===== src/rtl/mips_fetch_unit.sv =====
// rtl/mips_fetch_unit.sv - MIPS instruction-fetch stage with variable-latency imem, redirects and stalls
module mips_fetch_unit #(
  parameter logic [31:0] RESET_PC = 32'h0000_0000
) (
  input  logic        CLK,
  input  logic        RST,
  input  logic        PCWrite,
  input  logic        Branch,
  input  logic [31:0] BranchAddr,
  input  logic        Jump,
  input  logic [31:0] JumpAddr,
  output logic        imem_req,
  output logic [31:0] imem_addr,
  input  logic        imem_ready,
  input  logic [31:0] imem_rdata,
  output logic [31:0] PCsum,
  output logic [31:0] Instruction,
  output logic        IF_FLUSH
);

  typedef enum logic [1:0] {RUN, HOLD, DISCARD} state_t;

  state_t      state;
  logic [31:0] pc;
  logic [31:0] stale_addr;
  logic [31:0] hold_instr;
  logic        redir;
  logic [31:0] target_raw;
  logic [31:0] target;

  assign redir      = (Jump | Branch) & PCWrite;
  assign target_raw = Jump ? JumpAddr : BranchAddr;
  assign target     = target_raw & 32'hFFFF_FFFC;
  assign PCsum      = pc + 32'd4;

  always_comb begin
    imem_req    = 1'b0;
    imem_addr   = pc;
    Instruction = 32'b0;
    IF_FLUSH    = 1'b1;
    if (!RST) begin
      case (state)
        RUN: begin
          imem_req    = 1'b1;
          Instruction = imem_rdata;
          IF_FLUSH    = redir | (PCWrite & ~imem_ready);
        end
        HOLD: begin
          Instruction = hold_instr;
          IF_FLUSH    = redir;
        end
        DISCARD: begin
          // Keep the wrong-path address on the bus until memory answers it.
          imem_req  = 1'b1;
          imem_addr = stale_addr;
          IF_FLUSH  = PCWrite;
        end
        default: begin
          IF_FLUSH = 1'b1;
        end
      endcase
    end
  end

  always_ff @(posedge CLK) begin
    if (RST) begin
      pc         <= RESET_PC & 32'hFFFF_FFFC;
      state      <= RUN;
      hold_instr <= 32'b0;
      stale_addr <= 32'b0;
    end else begin
      case (state)
        RUN: begin
          if (redir) begin
            pc <= target;
            if (!imem_ready) begin
              stale_addr <= pc;
              state      <= DISCARD;
            end
          end else if (PCWrite) begin
            if (imem_ready) pc <= pc + 32'd4;
          end else if (imem_ready) begin
            hold_instr <= imem_rdata;
            state      <= HOLD;
          end
        end
        HOLD: begin
          if (redir) begin
            pc    <= target;
            state <= RUN;
          end else if (PCWrite) begin
            pc    <= pc + 32'd4;
            state <= RUN;
          end
        end
        DISCARD: begin
          if (redir)      pc    <= target;
          if (imem_ready) state <= RUN;
        end
        default: state <= RUN;
      endcase
    end
  end

endmodule


===== config.mk =====
export PLATFORM = sky130hd
export DESIGN_NAME = mips_fetch_unit
export DESIGN_NICKNAME = d
export VERILOG_FILES = /design/src/rtl/mips_fetch_unit.sv
export SDC_FILE = /design/constraint.sdc
export NUM_CORES = 1
export LEC_CHECK = 0
export CAP_MARGIN = 40
export CORE_ASPECT_RATIO = 1.75
export CORE_UTILIZATION = 49
export CTS_CLUSTER_DIAMETER = 100
export DETAILED_ROUTE_END_ITERATION = 10
export PLACE_DENSITY = 0.87
export SLEW_MARGIN = 5
export SYNTH_ARGS = -nofsm -noshare
export SYNTH_HDL_FRONTEND = slang
export SYNTH_SLANG_ARGS = --single-unit

===== constraint.sdc =====
create_clock -name CLK -period 5.73 [get_ports CLK]
set_input_delay 1.146 -clock CLK [delete_from_list [all_inputs] [get_ports CLK]]
set_output_delay 1.146 -clock CLK [all_outputs]
set_load 0.02 [all_outputs]

* Word-level counts from Yosys, hierarchy flattened
Cells that the tools add are included.
Widths: inputs -> output; s select.
** Storage, ports and cells
- Output and inout bits :: 98
- Word-level logic and storage cells :: 52
- Input port bits :: 102
- Register bits after elaboration :: 98
** Operators by class
- Reductions and logical operators :: 7
- Bitwise logic cells :: 7
- Eq/ne operators :: 9
- Mux-type cells :: 24
- Add/subtract/negate cells :: 1
** Operators with widths (count)
- $mux 32 :: 10
- $pmux 32 s3 :: 1
- $pmux 32 s2 :: 1
- $add 32x3->32 const B :: 1
- $ne 3x3->1 const B :: 5
- $mux 2 :: 7
- $reduce_and 5->1 :: 2
- $pmux 2 s3 :: 1
- $ne 2x2->1 const B :: 2
- $reduce_and 4->1 :: 1
- $mux 1 :: 3
- $not 1->1 :: 3
- $pmux 1 s3 :: 1
- $reduce_and 3->1 :: 1
- $reduce_bool 3->1 :: 1
- $and 1x1->1 :: 2
- $eq 2x1->1 const B :: 1
- $eq 2x2->1 const B :: 1
- $logic_not 2->1 :: 1
- $or 1x1->1 :: 2
- $reduce_or 2->1 :: 1

* Depth between registers and ports, before layout
Gate-level depths: netlist of the first run.
- Depth after elaboration :: 5
- Gate-level depth with buffers :: 8
- Gate-level depth less buffers :: 6

* Worst setup path after synthesis of the first run
Ideal clock, no wire load.
- Path kind :: input to output
- From :: in RST
- To :: out imem_addr[27]
- Data arrival time :: 2267 ps
- Stages on the path :: 4
- Slack :: 2317 ps
- Path buffers :: 2
- Data required time :: 4584 ps
- Path through :: clkbuf_1 -> nor3_2 -> clkbuf_1 -> mux2_2
** Between the ends
- Word-level cells in the longest chain between the ends :: 1
** Ends and longest elaborated chain
- from (decl) :: line 6 : input logic RST,
- $mux 32 :: line 41 : if (!RST) begin
- to (decl) :: line 13 : output logic [31:0] imem_addr,
Every way passes these cells.

* Worst setup path after layout of the first run
- From :: in RST
- To :: out imem_addr[8]
Same word-level chain as after synthesis.

==> results of run 1 <==
layout by cell type (no fill, tap or decap), types with 2 or more instances in the layout:
| cell | count |
|---|---|
| a21oi_1 | 85 |
| mux2_2 | 28 |
| nor3_1 | 13 |
| o21ba_2 | 2 |
| a31oi_1 | 7 |
| clkinv_2 | 2 |
| o21a_1 | 8 |
| conb_1 | 4 |
| nand3_1 | 14 |
| mux2i_1 | 62 |
| nor4_1 | 5 |
| buf_4 | 12 |
| dfxtp_1 | 93 |
| nor2_1 | 61 |
| nor3_4 | 2 |
| nand4_1 | 11 |
| xnor2_1 | 20 |
| o211ai_1 | 4 |
| or3_1 | 2 |
| o21ai_0 | 29 |
| inv_1 | 6 |
| nor3b_1 | 2 |
| clkdlybuf4s50_1 | 189 |
| or4_1 | 2 |
| and3_1 | 8 |
| xor2_1 | 7 |
| nand2_1 | 155 |
| or2_2 | 4 |
| clkbuf_16 | 9 |
| a311oi_1 | 6 |
| clkinv_4 | 2 |
| and4_1 | 5 |
layer usage:
metal | GRT usage, % | share of wire (%) | up-vias
met4 | 14.4 | 3.7 | 0
met3 | 3.71 | 5.1 | 40
li1 | - | - | 2831
met2 | 51.2 | 53 | 233
met1 | 29.2 | 38 | 2681
met5 | 0 | 0 | -
worst max-delay path by stage:
stage	startpoint	cells after the start	to
2_1_floorplan	RST	4	imem_addr[27]
3_3_place_gp	RST	6	Instruction[8]
3_5_place_dp	RST	6	imem_addr[8]
4_1_cts	RST	6	imem_addr[8]
5_1_grt	RST	6	imem_addr[30]
6_report	RST	6	imem_addr[8]
power by group through the flow:
stage	Clock, uW	Sequential (uW)	Combinational (uW)
floorplan	0	716	261
global placement	0	737	439
detailed placement	0	739	449
CTS	612	724	451
global route	648	730	480
finish	602	725	449
sequential cells by signal, summed over array words and instances, names as in the netlist:
register and cells:
hold_instr 32, state 2, pc 30, stale_addr 30
per-stage QoR:
step	cell area [um2]	hold WS, ns
global route	7850	0.471
detailed placement	7550	0.447
finish	7850	0.452
floorplan	5660	0.433
CTS	7850	0.456
global placement	7510	0.438
worst max-delay path, stage by stage:
cell and delay, ns:
buf_4 0.25, buf_16 0.26, nor3_4 0.13, buf_4 0.43
mux2_2 0.39, clkdlybuf4s50_1 0.58
kinds of logic after synthesis:
logic type / after synthesis / synth area share, %
adder cells (fa/ha/maj): 1 / 0.222
flip-flops: 94 / 33.3
buffers and inverters: 77 / 6.05
other: 1 / 0.0664
AND/OR/NAND/NOR: 295 / 24.0
XOR/XNOR: 28 / 4.48
AO/OA/AOI/OAI: 152 / 15.3
multiplexers: 90 / 16.6
layout make-up:
cell class | instances | area [um2] | share of cell area [%]
multi-input combinational | 570 | 3450 | 44.0
timing repair buffer | 204 | 2030 | 25.8
inverter | 6 | 22.5 | 0.287
sequential | 94 | 1880 | 24.0
tap | 132 | 165 | 2.10
clock inverter | 7 | 73.8 | 0.940
clock buffer | 9 | 225 | 2.87
==> metrics, run 1 <==
outcome finished, final reports clean; required time of the critical path 4.58 ns; final worst-path cycle share 76.1%; clock tree buffer depth 2; Die Wd 83.1 um; Avg Synthesized Cell Area 7.65 um2; Final Util 70.3%; fin worst setup slack 1.37 ns; Hold Path Class reg2reg; DRT Wirelength 16300 um; Max Cap Viol 0; total CTS buffers 9; worst vdd ir 0.186 mV; setup_tns 0 ns; internal power 1250 uW; final net count 988; PostCTS Resize Cnt 0; layout cell share with drive strength beyond 1 8.88%; Worst Setup Start Kind primary input; Total GRT Usage 27.2%; Final Skew 0.00606 ns; worst skew pair latency 0.34 ns; number of inserted diodes 0; Initial Util 50.6%; HPWL Detailed 11500 um; Rows 51; Cells after Synth 738; Data arrival, critical path 3.21 ns; clock slew at reported path FFs 0.07 ns; Yosys top cell area share 33.3%; crit path kind in2out; largest net degree at the start of global routing 59; hold path depth 2; worst r2r path cells 6; Setup crit end kind primary output; total number of vias 5785; Residual DRC 0; yosys warns 0; clk sink count 94; pwr/cell area 226 nW/um2; IO Port Bufs 191; Mapped Area 5650 um2; Final setup viols 0; chip height 144 um; top_reg_cell synth dfxtp_1; die footprint 12000 um2; Overall Power 1780 uW; First-pass DRT Iterations 4; reg-to-reg setup timing slack 3.21 ns; CTS root buf clkbuf_16; antenna violations before repair 0; CTS tree done; Placed Cells 1006; Fillers 896; count leader, synth nand2_1; post-CTS setup buffer count 0; critical path peak fanout 58; Layout Cells excl Fill 1022; synth cell count leaders 155 x nand2_1, 94 x dfxtp_1, 85 x a21oi_1; gr ovfl total 0; Async S/R FF share, synth 0%; r2r endpoint pc[20]; sequential share of power 40.8%; number of distinct library cells after synthesis 52; initial drt markers 311; Placement Setup Slack 1.38 ns; Core Footprint 11200 um2; cell taking the most area after synthesis dfxtp_1; Post-DRT Antenna Nets 0; hold endpoint hold_instr[14]; WL/cell 15.9 um; routed vias/inst 5.66; first-pass GRT wire length 26400 um; Slew Limit Fails 0; I/O Pins 200; Area contributors post-synth dfxtp_1 33%, mux2i_1 11%, nand2_1 10%; register bit count reported by yosys 94; vias in the first global route 5535; switching power 529 uW; EDFF count, synth 0; sequential fraction of the synthesis area 33.3%; Fmax 0.229 GHz; Switching Fraction 29.8%; HP Start hold_instr[14]; r2r startpoint pc[2]; min Tclk post-route 4.36 ns; Area Growth Syn to Fin 39.1%; Comb pwr share 25.3%; htree depth 3; RSZ-0062 raised after global routing no; GPL Wtd Cong 0.865; Hold Fails Final Rpt 0; # hold bufs at CTS 0; Relative slew margins 55.2%; clock power share 33.9%; leakage power 0.00283 uW; Slew @ Worst Pin 0.672 ns
(Power assumes the default switching activity.)
==> run 2: changes to the inputs <==
--- a/config.mk
+++ b/config.mk
@@ -7,10 +7,10 @@
 export LEC_CHECK = 0
 export CAP_MARGIN = 40
 export CORE_ASPECT_RATIO = 1.75
-export CORE_UTILIZATION = 49
+export CORE_UTILIZATION = 41
 export CTS_CLUSTER_DIAMETER = 100
 export DETAILED_ROUTE_END_ITERATION = 10
-export PLACE_DENSITY = 0.87
+export PLACE_DENSITY = 0.78
 export SLEW_MARGIN = 5
 export SYNTH_ARGS = -nofsm -noshare
 export SYNTH_HDL_FRONTEND = slang
==> constraint.sdc (replaced) <==
create_clock -name CLK -period 3.6 [get_ports CLK]
set_input_delay 0.72 -clock CLK [delete_from_list [all_inputs] [get_ports CLK]]
set_output_delay 0.72 -clock CLK [all_outputs]
set_load 0.02 [all_outputs]
==> run 2 against run 1 <==
Clock power grew 56%. Core utilization shrank 11 points. Count of clock-buffer cells in the layout grew 1. Clock skew grew 0.0039 ns. Critical endpoint is now PCsum[18]. Largest power group unchanged.
==> metrics, run 2 (synthesis results as in run 1) <==
DP Area 7680 um2 (+1.6%); First-pass DRT Iterations 5 (+1); number of inserted diodes 0 (unchanged); worst path cell trace ha_1, nand4_1, or3_2, nor2_1, xor2_1, clkdlybuf4s50_1; # hold bufs at CTS 0 (unchanged); delay-heaviest family, CP simple AND/OR/NAND/NOR gates; Fillers 1260 (+41%); Residual DRC 0 (unchanged); RSZ-0062 raised after global routing no; min Tclk post-route 3.44 ns; most frequent cells in the layout 189 x clkdlybuf4s50_1, 155 x nand2_1, 93 x dfxtp_1, 85 x a21oi_1, 62 x mux2i_1; switching power 871 uW (+65%); clock slew at reported path FFs 0.07 ns (about the same); Setup crit end kind primary output; clk sink count 94 (unchanged); leakage power 0.00290 uW (+2.4%); Fmax 0.291 GHz; first-pass GRT wire length 27200 um (+2.9%); Design Area, Final 8020 um2 (+2.1%); routed vias/inst 5.39 (-4.8%); Slew @ Worst Pin 0.637 ns (-0.0354 ns); area occupied by multi-input gates 3460 um2 (+0.18%); Post-DRT Antenna Nets 0 (unchanged); clock power share 33.4% (-0.5 points); Final Skew 0.00993 ns (+0.00387 ns); HPWL Detailed 12000 um (+4.9%); Die Wd 90.7 um (+9.1%); Area Growth Syn to Fin 42.0%; Core Footprint 13500 um2 (+20%); GPL Wtd Cong 0.873 (+0.89%); Placement Setup Slack 0.450 ns (-0.928 ns); Data arrival, critical path 2.72 ns (-0.49 ns); Hold Fails Final Rpt 0 (unchanged); Final Util 59.6% (-11 points); critical path peak fanout 5 (-91%); total number of vias 5820 (+0.61%); total CTS buffers 9 (unchanged); Total GRT Usage 23.9% (-3.3 points); max incr delay on CP 0.63 ns (+0.05 ns); internal power 1950 uW (+56%); Final setup viols 0 (unchanged); chip height 157 um (+9.2%); layout cell share with drive strength beyond 1 10.6% (+1.7 points); Worst Setup Start Kind register; Slew Limit Fails 0 (unchanged); IO Port Bufs 191 (unchanged); Initial Util 42.0% (-8.6 points); largest net degree at the start of global routing 56 (-5.1%); Relative slew margins 57.1% (+1.9 points); worst path bufs/invs 1 (-3); die footprint 14300 um2 (+19%); max FFs per register 32 (unchanged); CTS root buf clkbuf_16; register name with the most flops hold_instr; CP max-delay cell clkdlybuf4s50_1; top flop regs hold_instr: 32 flops, pc: 30 flops, stale_addr: 30 flops; CTS tree done; final net count 1004 (+1.6%); Comb pwr share 25.9% (+0.6 points); Rows 56 (+9.8%); I/O Pins 200 (unchanged); initial drt markers 287 (-7.7%); worst vdd ir 0.250 mV (+34%); setup_tns 0 ns (unchanged); outcome finished, final reports clean; htree depth 3 (unchanged); DRT Wirelength 17100 um (+5.2%); register area 1880 um2 (unchanged); Max Cap Viol 0 (unchanged); gr ovfl total 0 (unchanged); sequential share of power 40.7% (about the same); final worst-path cycle share 95.5%; worst skew pair latency 0.35 ns (about the same); antenna violations before repair 0 (unchanged); most common cell after layout, fill and taps aside clkdlybuf4s50_1; crit path kind reg2out; Hold Path Class reg2reg; pwr/cell area 352 nW/um2 (+56%); Overall Power 2820 uW (+59%); required time of the critical path 2.88 ns (-1.70 ns); Switching Fraction 30.9% (+1.1 points); vias in the first global route 5542 (+0.13%); clock tree buffer depth 2 (unchanged); fin worst setup slack 0.162 ns (-1.21 ns); WL/cell 15.8 um (-0.48%)
[run 2: through the flow]
stage / hold slack [ns] / cells
after CTS: 0.456 / 1076
after detailed placement: 0.446 / 1060
after global placement: 0.438 / 1058
after global routing: 0.475 / 1080
final: 0.453 / 1080
after floorplan: 0.433 / 741
[run 2: per-layer routing]
metal / vias up / part of all wire [%] / global-route usage, %
li1: 2867 / - / -
met1: 2690 / 39 / 26.1
met2: 228 / 53 / 44.3
met3: 35 / 5.5 / 4.54
met4: 0 / 2.8 / 10.3
met5: - / 0 / 0
[run 2: path summary, 6_finish.rpt]
kind / startpoint / endpoint / slack (ns) / depth (start not counted)
setup / recovery: pc[2] / PCsum[18] / 0.16 / 6
hold / removal: hold_instr[17] / hold_instr[17] / 0.45 / 2
setup reg to reg: pc[2] / pc[20] / 1.42 / 8
hold reg to reg: hold_instr[17] / hold_instr[17] / 0.45 / 2
[run 2: cell type report]
class | instances | share of cell area (%)
multi-input cells | 570 | 43.2
repair buffers | 220 | 26.7
flip-flops and latches | 94 | 23.5
clock buffers | 10 | 2.98
well taps | 174 | 2.72
clock inverters | 6 | 0.640
inverters | 6 | 0.281
[run 2: worst reg2reg max path, stage by stage, from the launching register on]
cell and delay [ns]:
dfxtp_1 0.34, ha_1 0.26, nand4_1 0.24, nor3_4 0.26, buf_12 0.15, buf_4 0.11
nand3_4 0.07, or4_1 0.51, a31oi_1 0.17
[run 2: repair_timing]
action	in CTS	in global routing
setup buffers	0	4
gates resized for setup	0	1
setup endpoints to repair	0	6
endpoints found under the hold margin	0	0
[run 2: power by group through the flow]
| stage | combinational, uW | clock (uW) | sequential, uW |
|---|---|---|---|
| 2_1_floorplan | 415 | 0 | 1140 |
| 3_3_place_gp | 720 | 0 | 1170 |
| 3_5_place_dp | 731 | 0 | 1170 |
| 4_1_cts | 735 | 966 | 1150 |
| 5_1_grt | 782 | 1010 | 1160 |
| 6_report | 730 | 941 | 1150 |
==> run 3: changes to the inputs <==
==> constraint.sdc (replaced) <==
create_clock -name CLK -period 2.8 [get_ports CLK]
set_input_delay 0.56 -clock CLK [delete_from_list [all_inputs] [get_ports CLK]]
set_output_delay 0.56 -clock CLK [all_outputs]
set_load 0.02 [all_outputs]
==> run 3 against run 2 <==
Routed wire length is 3.1% higher. Clock power is 23% higher. Core utilization is 1.8 points higher. Sequential share of layout area is 0.60 points lower. Clock skew is 0.0015 ns lower. Die area stayed put. Sequential power is 27% higher. Count of clock-buffer cells in the layout stayed put. Largest power group unchanged.
==> metrics, run 3 (synthesis results as in run 1) <==
number of inserted diodes 0 (unchanged); Max Cap Viol 0 (unchanged); Slew @ Worst Pin 0.681 ns (+0.0443 ns); WL/cell 16.0 um (+0.75%); outcome finished, final reports clean; critical path peak fanout 33 (+28); clock slew at reported path FFs 0.06 ns (about the same); worst skew pair latency 0.35 ns (about the same); HPWL Detailed 12300 um (+1.9%); CTS root buf clkbuf_16; die footprint 14300 um2 (unchanged); Overall Power 3610 uW (+28%); Relative slew margins 54.6% (-2.5 points); first-pass GRT wire length 27800 um (+2.3%); layout cell share with drive strength beyond 1 15.0% (+4.4 points); total number of vias 5902 (+1.4%); most common cell after layout, fill and taps aside clkdlybuf4s50_1; Data arrival, critical path 2.18 ns (-0.54 ns); Hold Fails Final Rpt 0 (unchanged); r2r endpoint pc[20]; Final setup viols 0 (unchanged); chip height 157 um (unchanged); gr ovfl total 0 (unchanged); max incr delay on CP 0.55 ns (-0.08 ns); Design Area, Final 8250 um2 (+2.9%); r2r startpoint state[0]; clk sink count 94 (unchanged); area occupied by multi-input gates 3510 um2 (+1.3%); Total GRT Usage 24.5% (+0.65 points); worst path bufs/invs 3 (+2); IO Port Bufs 191 (unchanged); reg-to-reg setup timing slack 0.84 ns (-0.58 ns); CTS tree done; Fmax 0.364 GHz; worst r2r path cells 6 (-2); vias in the first global route 5649 (+1.9%); Fillers 1209 (-4.0%); DRT Wirelength 17600 um (+3.1%); max FFs per register 32 (unchanged); Worst Setup Start Kind register; Initial Util 42.0% (unchanged); min Tclk post-route 2.74 ns; register name with the most flops hold_instr; routed vias/inst 5.34 (-0.89%); I/O Pins 200 (unchanged); Core Footprint 13500 um2 (unchanged); Final Util 61.3% (+1.8 points); Final Skew 0.00847 ns (-0.00145 ns); DP Area 7960 um2 (+3.6%); htree depth 3 (unchanged); hold path depth 2 (unchanged); crit path kind reg2out; final worst-path cycle share 98.0%; required time of the critical path 2.24 ns (-0.64 ns); Slew Limit Fails 0 (unchanged); worst vdd ir 0.297 mV (+19%); worst path cell trace inv_1, nor3_4, buf_12, mux2_2, clkdlybuf4s50_1; final net count 1029 (+2.5%); most frequent cells in the layout 165 x clkdlybuf4s50_1, 155 x nand2_1, 88 x dfxtp_1, 85 x a21oi_1, 62 x mux2i_1; leakage power 0.00315 uW (+8.5%); initial drt markers 283 (-1.4%); Hold Path Class reg2reg; largest net degree at the start of global routing 55 (-1.8%); total CTS buffers 9 (unchanged); hold endpoint stale_addr[8]; top flop regs hold_instr: 32 flops, pc: 30 flops, stale_addr: 30 flops; Rows 56 (unchanged); register area 1890 um2 (+0.33%); delay-heaviest family, CP buffers and inverters; HP Start stale_addr[8]; setup_tns 0 ns (unchanged); Area Growth Syn to Fin 46.2%; GPL Wtd Cong 0.914 (+4.7%); CP max-delay cell clkdlybuf4s50_1; clock tree buffer depth 2 (unchanged); pwr/cell area 437 nW/um2 (+24%); Setup crit end kind primary output; antenna violations before repair 0 (unchanged); Die Wd 90.7 um (unchanged); Post-DRT Antenna Nets 0 (unchanged); Residual DRC 0 (unchanged); First-pass DRT Iterations 5 (unchanged)
-- run 3: cell types whose count changed in the layout (fill, tap and decap cells not counted), moves of 3 or more --
cell	before	now
xnor2_2	1	6
buf_4	28	49
inv_6	4	1
dfxtp_2	1	6
dfxtp_1	93	88
clkdlybuf4s50_1	189	165
clkdlybuf4s15_1	0	4
xnor2_1	20	15
dlygate4sd2_1	0	10
buf_2	1	4
buf_12	1	6
clkbuf_2	0	4
-- run 3: routing by layer --
| layer | routed length, um | GRT usage, % | vias to the layer above |
|---|---|---|---|
| met3 | 1100 | 4.59 | 35 |
| met2 | 9370 | 44.8 | 250 |
| li1 | - | - | 2911 |
| met5 | 0 | 0 | - |
| met1 | 6640 | 27.1 | 2706 |
| met4 | 525 | 11.6 | 0 |
-- run 3: worst max path at each step --
| stage | start | to | slack (ns) | depth (start not counted) |
|---|---|---|---|---|
| global placement | pc[2] | PCsum[18] | 0.07 | 6 |
| floorplan | pc[3] | PCsum[16] | 0.38 | 5 |
| CTS | pc[3] | PCsum[28] | 0.003 | 7 |
| detailed placement | pc[6] | PCsum[31] | 0.04 | 6 |
| finish | state[1] | imem_addr[29] | 0.06 | 5 |
| global route | pc[16] | PCsum[26] | -0.01 | 5 |
-- run 3: metrics by stage --
step / hold WS, ns / std cells / worst slack, ns
finish: 0.452 / 1105 / 0.0553
global placement: 0.438 / 1088 / 0.0681
global route: 0.472 / 1105 / -0.0138
floorplan: 0.433 / 741 / 0.381
detailed placement: 0.445 / 1088 / 0.0387
CTS: 0.455 / 1104 / 0.00338
-- run 3: worst min-delay path: stages (launching register included) --
cell     delay, ns
dfxtp_1       0.31
nand2_1       0.05
a21oi_1       0.05
-- run 3: cell type report --
cell class,count,share of cell area [%]
clock inverters,6,0.561
inverters,6,0.273
well taps,174,2.64
multi-input cells,570,42.5
flip-flops and latches,94,22.9
repair buffers,245,28.4
clock buffers,10,2.77
-- run 3: where the power goes --
| group | leakage (uW) | internal [uW] | switching [uW] |
|---|---|---|---|
| combinational | 0.00225 | 480 | 508 |
| clock | 0.000129 | 608 | 554 |
| sequential | 0.000768 | 1400 | 55.4 |
| total | 0.00315 | 2490 | 1120 |
-- run 3: repair_timing --
action                                  4_1_cts  5_1_grt
endpoints found under the setup margin       23       17
hold buffers                                  0        0
gates resized for setup                      40       25
pin swaps                                     0        3
setup buffers                                 0        1
cloned                                        0        0
